### src/rtl/fifo_frame_serializer.sv
// ---------------------------------------------------------------------------
// fifo_frame_serializer
//
// Drains WIDTH-bit words from the upstream synchronous FIFO and sends them
// to the host link as framed bytes on a valid/ready byte stream.
// Frame: header byte, count byte, then N words, each sent MSB byte first.
//
// Ports:
//   clk_i          clock
//   resetn_i       asynchronous active-low reset
//   fifo_empty_i   FIFO empty flag
//   fifo_filled_i  FIFO occupancy in words
//   fifo_rd_o      FIFO read strobe; fifo_data_i is valid the next cycle
//   fifo_data_i    FIFO read data
//   flush_i        starts a frame of the current contents when below THRESH
//   m_valid_o      byte valid
//   m_data_o       byte
//   m_last_o       final byte of a frame
//   m_ready_i      downstream accept
//   busy_o         high whenever a frame is in progress
//
// Optional feature (macro CHECKSUM_EN):
//   When defined, an 8-bit XOR checksum over the count byte and all payload
//   bytes is appended as the final byte of each frame and carries m_last_o.
// ---------------------------------------------------------------------------
module fifo_frame_serializer #(
  parameter int         WIDTH     = 32,
  parameter int         FILL_W    = 5,
  parameter int         THRESH    = 4,
  parameter int         BURST_MAX = 8,
  parameter logic [7:0] HDR_BYTE  = 8'hA5
) (
  input  logic              clk_i,
  input  logic              resetn_i,
  input  logic              fifo_empty_i,
  input  logic [FILL_W-1:0] fifo_filled_i,
  output logic              fifo_rd_o,
  input  logic [WIDTH-1:0]  fifo_data_i,
  input  logic              flush_i,
  output logic              m_valid_o,
  output logic [7:0]        m_data_o,
  output logic              m_last_o,
  input  logic              m_ready_i,
  output logic              busy_o
);

  localparam int              BYTES    = WIDTH / 8;
  localparam int              IDX_W    = (BYTES > 1) ? $clog2(BYTES) : 1;
  localparam logic [IDX_W-1:0] LAST_IDX = IDX_W'(BYTES - 1);
  localparam logic [7:0]      BURST_N  = 8'(BURST_MAX);

  typedef enum logic [2:0] {
    IDLE,
    HDR,
    CNT,
    FETCH,
    WAIT,
    SHIFT
`ifdef CHECKSUM_EN
    ,
    CSUM
`endif
  } state_t;

  state_t              state_q, state_d;
  logic [7:0]          cnt_q, cnt_d;
  logic [IDX_W-1:0]    byteIdx_q, byteIdx_d;
  logic [WIDTH-1:0]    shift_q, shift_d;
`ifdef CHECKSUM_EN
  logic [7:0]          csum_q, csum_d;
`endif

  logic                startFrame;
  logic [7:0]          startN;
  logic                lastWordByte;
  logic                finalByte;

  // Start decision and word count latched when leaving IDLE. Occupancy is
  // only looked at here, so writes during a frame cannot change N.
  always_comb begin
    startFrame = (int'(fifo_filled_i) >= THRESH) || (flush_i && !fifo_empty_i);
    if (int'(fifo_filled_i) > BURST_MAX) begin
      startN = BURST_N;
    end else begin
      startN = 8'(fifo_filled_i);
    end
  end

  // State register and datapath registers; everything clears asynchronously
  // so an in-flight frame is abandoned the moment reset is asserted.
  always_ff @(posedge clk_i or negedge resetn_i) begin
    if (!resetn_i) begin
      state_q   <= IDLE;
      cnt_q     <= '0;
      byteIdx_q <= '0;
      shift_q   <= '0;
`ifdef CHECKSUM_EN
      csum_q    <= '0;
`endif
    end else begin
      state_q   <= state_d;
      cnt_q     <= cnt_d;
      byteIdx_q <= byteIdx_d;
      shift_q   <= shift_d;
`ifdef CHECKSUM_EN
      csum_q    <= csum_d;
`endif
    end
  end

  // Next-state and output decode. Outputs are a pure function of the
  // registered state, so data/last stay stable while a byte is stalled.
  always_comb begin
    state_d      = state_q;
    cnt_d        = cnt_q;
    byteIdx_d    = byteIdx_q;
    shift_d      = shift_q;
`ifdef CHECKSUM_EN
    csum_d       = csum_q;
`endif
    m_valid_o    = 1'b0;
    m_data_o     = 8'h00;
    m_last_o     = 1'b0;
    fifo_rd_o    = 1'b0;
    lastWordByte = (byteIdx_q == LAST_IDX);
    finalByte    = lastWordByte && (cnt_q == 8'd1);

    case (state_q)
      IDLE: begin
        if (startFrame) begin
          cnt_d   = startN;
          state_d = HDR;
        end
      end

      HDR: begin
        m_valid_o = 1'b1;
        m_data_o  = HDR_BYTE;
`ifdef CHECKSUM_EN
        csum_d    = 8'h00;
`endif
        if (m_ready_i) begin
          state_d = CNT;
        end
      end

      CNT: begin
        m_valid_o = 1'b1;
        m_data_o  = cnt_q;
        if (m_ready_i) begin
`ifdef CHECKSUM_EN
          csum_d  = csum_q ^ cnt_q;
`endif
          state_d = FETCH;
        end
      end

      // N never exceeds the occupancy seen in IDLE and nothing else reads
      // the FIFO, so the pop here always finds data.
      FETCH: begin
        fifo_rd_o = 1'b1;
        state_d   = WAIT;
      end

      WAIT: begin
        shift_d   = fifo_data_i;
        byteIdx_d = '0;
        state_d   = SHIFT;
      end

      SHIFT: begin
        m_valid_o = 1'b1;
        m_data_o  = shift_q[WIDTH-1 -: 8];
`ifdef CHECKSUM_EN
        m_last_o  = 1'b0;
`else
        m_last_o  = finalByte;
`endif
        if (m_ready_i) begin
          shift_d   = shift_q << 8;
          byteIdx_d = byteIdx_q + IDX_W'(1);
`ifdef CHECKSUM_EN
          csum_d    = csum_q ^ shift_q[WIDTH-1 -: 8];
`endif
          if (lastWordByte) begin
            cnt_d = cnt_q - 8'd1;
            if (finalByte) begin
`ifdef CHECKSUM_EN
              state_d = CSUM;
`else
              state_d = IDLE;
`endif
            end else begin
              state_d = FETCH;
            end
          end
        end
      end

`ifdef CHECKSUM_EN
      CSUM: begin
        m_valid_o = 1'b1;
        m_data_o  = csum_q;
        m_last_o  = 1'b1;
        if (m_ready_i) begin
          state_d = IDLE;
        end
      end
`endif

      default: begin
        state_d = IDLE;
      end
    endcase
  end

  assign busy_o = (state_q != IDLE);

endmodule

### config.mk
export PLATFORM = sky130hd
export DESIGN_NAME = fifo_frame_serializer
export DESIGN_NICKNAME = d
export VERILOG_FILES = /design/src/rtl/fifo_frame_serializer.sv
export SDC_FILE = /design/constraint.sdc
export NUM_CORES = 1
export LEC_CHECK = 0
export CAP_MARGIN = 30
export CORE_UTILIZATION = 34
export DETAILED_ROUTE_END_ITERATION = 8
export HOLD_SLACK_MARGIN = 0.03
export PLACE_DENSITY = 0.59
export SYNTH_ARGS = -nofsm -noshare
export SYNTH_HDL_FRONTEND = slang
export SYNTH_SLANG_ARGS = --single-unit
export TNS_END_PERCENT = 5
### constraint.sdc
create_clock -name clk_i -period 4.3 [get_ports clk_i]
set_input_delay 1.075 -clock clk_i [delete_from_list [all_inputs] [get_ports clk_i]]
set_output_delay 1.075 -clock clk_i [all_outputs]
set_load 0.05 [all_outputs]
==> reports/qor.yml, run 1 <==
drt:
  viasPerCell: 4.98
  vias: 1931
  wire_per_inst_um: 13.8
  ant_nets: 0
  drcViolationCount: 0
  drtIter0Drc: 118
  firstDrtPassIters: 6
  totalWireLength_mm: 5.35
global_routing:
  grt_pass1_wl_mm: 8.96
  track_usage: 0.153
  grt_pass1_vias: 1887
  antenna_found_initial: 0
  grt-ovfl-total: 0
  grt_max_degree: 40
cells_and_area:
  design_area_sq_um: 3080
  final_cell_mix: "52 x clkdlybuf4s50_1, 45 x dfrtp_1, 39 x nand2_1"
  multi_input_area_sq_um: 1170
  ff_latch_area_sq_um: 1130
  nNetsFinal: 337
  final_common_cell: "clkdlybuf4s50_1"
  drive_above_1_share: 0.0788
  num_antenna_cells: 0
  area_delta_synth_final_pct: 28.1
  fillCellCount: 679
sta:
  final_max_slew_viol_count: 0
  setup_viol: 0
  tns_ns: 0
  worstMarginPinSlew_ns: 0.620
  fin_skew_ns: 0.00326
  setup_ws_ns: 0.575
  slew_headroom: 0.584
  rsz0062_at_grt: "false"
  hold_viol: 0
  period_share: 0.866
  min_period_ns: 3.73
  clock.fmax_mhz: 268
critical_path:
  critPathCaptureType: "primary output"
  r2r_cells: 4
  ff2ff_setup_slack_ns: 2.36
  start_kind: "flip-flop"
  worst-path-max-fanout: 6
  crit_arrival_ns: 2.65
  r2r_end: "cnt_q[7]"
  crit_type: "reg2out"
  r2r_start: "state_q[0]"
  required_ns: 3.22
placed_design:
  dpl-instance-area_sq_um: 3000
  dp_slack_ns: 0.908
  io_buffer_count: 53
  dp_hpwl_mm: 3.87
  place.gp.congestion: 0.811
worst_hold_path:
  holdCritStartpoint: "shift_q[31]"
  holdPathEnd: "shift_q[31]"
  min_path_type: "reg2reg"
  holdPathStages: 2
cts:
  cts_tree: "yes"
  cts_setup_buffers: 0
  cts_root_buf: "clkbuf_8"
  cts_sinks: 45
  clk_pin_slew_ns: 0.08
  cts_made_buffers: 5
  ctsHoldBuffers: 0
  clock_path_buffers: 2
  ctsResizeCount: 0
  ctsHtreeMaxLevel: 2
  clk_latency_ns: 0.30
run:
  cap_violations: 0
floorplan:
  die_area_sq_um: 7410
  die_h_um: 86.1
  ios: 54
  die_x_um: 86.1
  std_cell_rows: 30
  initial_core_util: 0.352
  core_area_sq_um: 6830
outcome:
  status: "complete, no violations"
logic_synthesis:
  yosysWarnings: 0
  synth_nets: 290
  synth_seq_cells: 45
  async_flop_share: 1.00
  synth_edf_count: 0
  synth_ff_type: "dfrtp_1"
  ys_seq_area_frac: 0.468
  synth.avg_cell_area_sq_um: 9.82
  synthesis.area_sq_um: 2400
  syn_inst: 245
  synth.distinct_cells: 44
power_and_ir_drop:
  power.total_mw: 2.00
  clock_power_share: 0.132
  powerDensity_nw_per_um2: 650
  p_int_mw: 1.12
  pwr-share-seq: 0.376
  p_comb_frac: 0.492
  p_leak_nw: 1.28
  irDropWorstVdd_uv: 213
  p_sw_uw: 881
  p_sw_frac: 0.440
-- worst max path at each step --
stage / cells past startpoint / slack, ns / to / from
after detailed placement: 4 / 0.91 / m_last_o / cnt_q[4]
after CTS: 4 / 0.57 / m_last_o / cnt_q[4]
after global routing: 5 / 0.47 / m_data_o[5] / state_q[0]
final: 4 / 0.57 / m_last_o / cnt_q[4]
after floorplan: 3 / 1.26 / m_last_o / cnt_q[4]
after global placement: 4 / 0.93 / m_last_o / cnt_q[4]
-- critical path, cell delays in order, from the launching register on --
cell and delay [ns]:
dfrtp_1 0.44, or3_1 0.40, or4_1 0.58, nor2_1 0.12
clkdlybuf4s50_1 0.82
-- metal layers --
metal  part of all wire  GRT usage
met1               0.49      0.211
met2               0.44      0.232
met3              0.062     0.0433
met4              0.010     0.0470
met5                  0          0
-- synthesized netlist by cell type, types with 2 or more instances --
library cell	n	area (sq um)
o21ai_0	35	175
nor3_1	3	15.0
ha_1	3	37.5
a22o_1	14	123
a31oi_1	6	37.5
buf_6	3	33.8
nor2b_1	3	18.8
dfrtp_1	45	1130
nand2_1	39	146
buf_4	4	30.0
o21a_1	2	15.0
buf_2	4	20.0
nand4_1	4	25.0
nor2_1	10	37.5
inv_1	5	18.8
clkbuf_1	5	18.8
or2_2	2	12.5
a21oi_1	3	15.0
and3_1	2	12.5
nand3_1	4	20.0
mux2i_1	26	260
-- registers in the layout, summed over array words and instances, names as in the netlist --
register / cells
state_q: 3
shift_q: 32
cnt_q: 8
byteIdx_q: 2
-- area by class of cell --
type                    instances  share of cell area
clock inverters                 2             0.00528
well taps                      96              0.0390
inverters                       6             0.00731
flip-flops and latches         45               0.366
repair buffers                 56               0.182
clock buffers                   5              0.0223
multi-input cells             178               0.379
-- power by group through the flow --
| stage | combinational [mW] | sequential (mW) | clock, mW |
|---|---|---|---|
| 4_1_cts | 0.994 | 0.751 | 0.276 |
| 5_1_grt | 1.09 | 0.781 | 0.292 |
| 2_1_floorplan | 0.787 | 0.696 | 0 |
| 6_report | 0.985 | 0.752 | 0.264 |
| 3_5_place_dp | 0.987 | 0.762 | 0 |
| 3_3_place_gp | 0.976 | 0.756 | 0 |
-- cells by family after synthesis --
kind of cell,synth area share
muxes,0.108
DFF,0.468
buffers and inverters,0.0520
adders and majority gates,0.0156
AOI/OAI and AO/OA,0.185
and+or+nand+nor,0.171
-- stage by stage --
stage / std cells / utilization / hold WS (ns)
floorplan: 245 / - / 0.445
global placement: 380 / 0.436 / 0.461
detailed placement: 381 / 0.438 / 0.468
CTS: 388 / 0.451 / 0.489
global route: 388 / 0.451 / 0.504
finish: 388 / 0.451 / 0.480
No activity file was read; power rests on OpenSTA's default activity.
==> inputs of run 2 (changes only) <==
HOLD_SLACK_MARGIN = 0.12   (was 0.03)
==> results of run 2 <==
Final layout, timing and power as in run 1 (identical DEF).
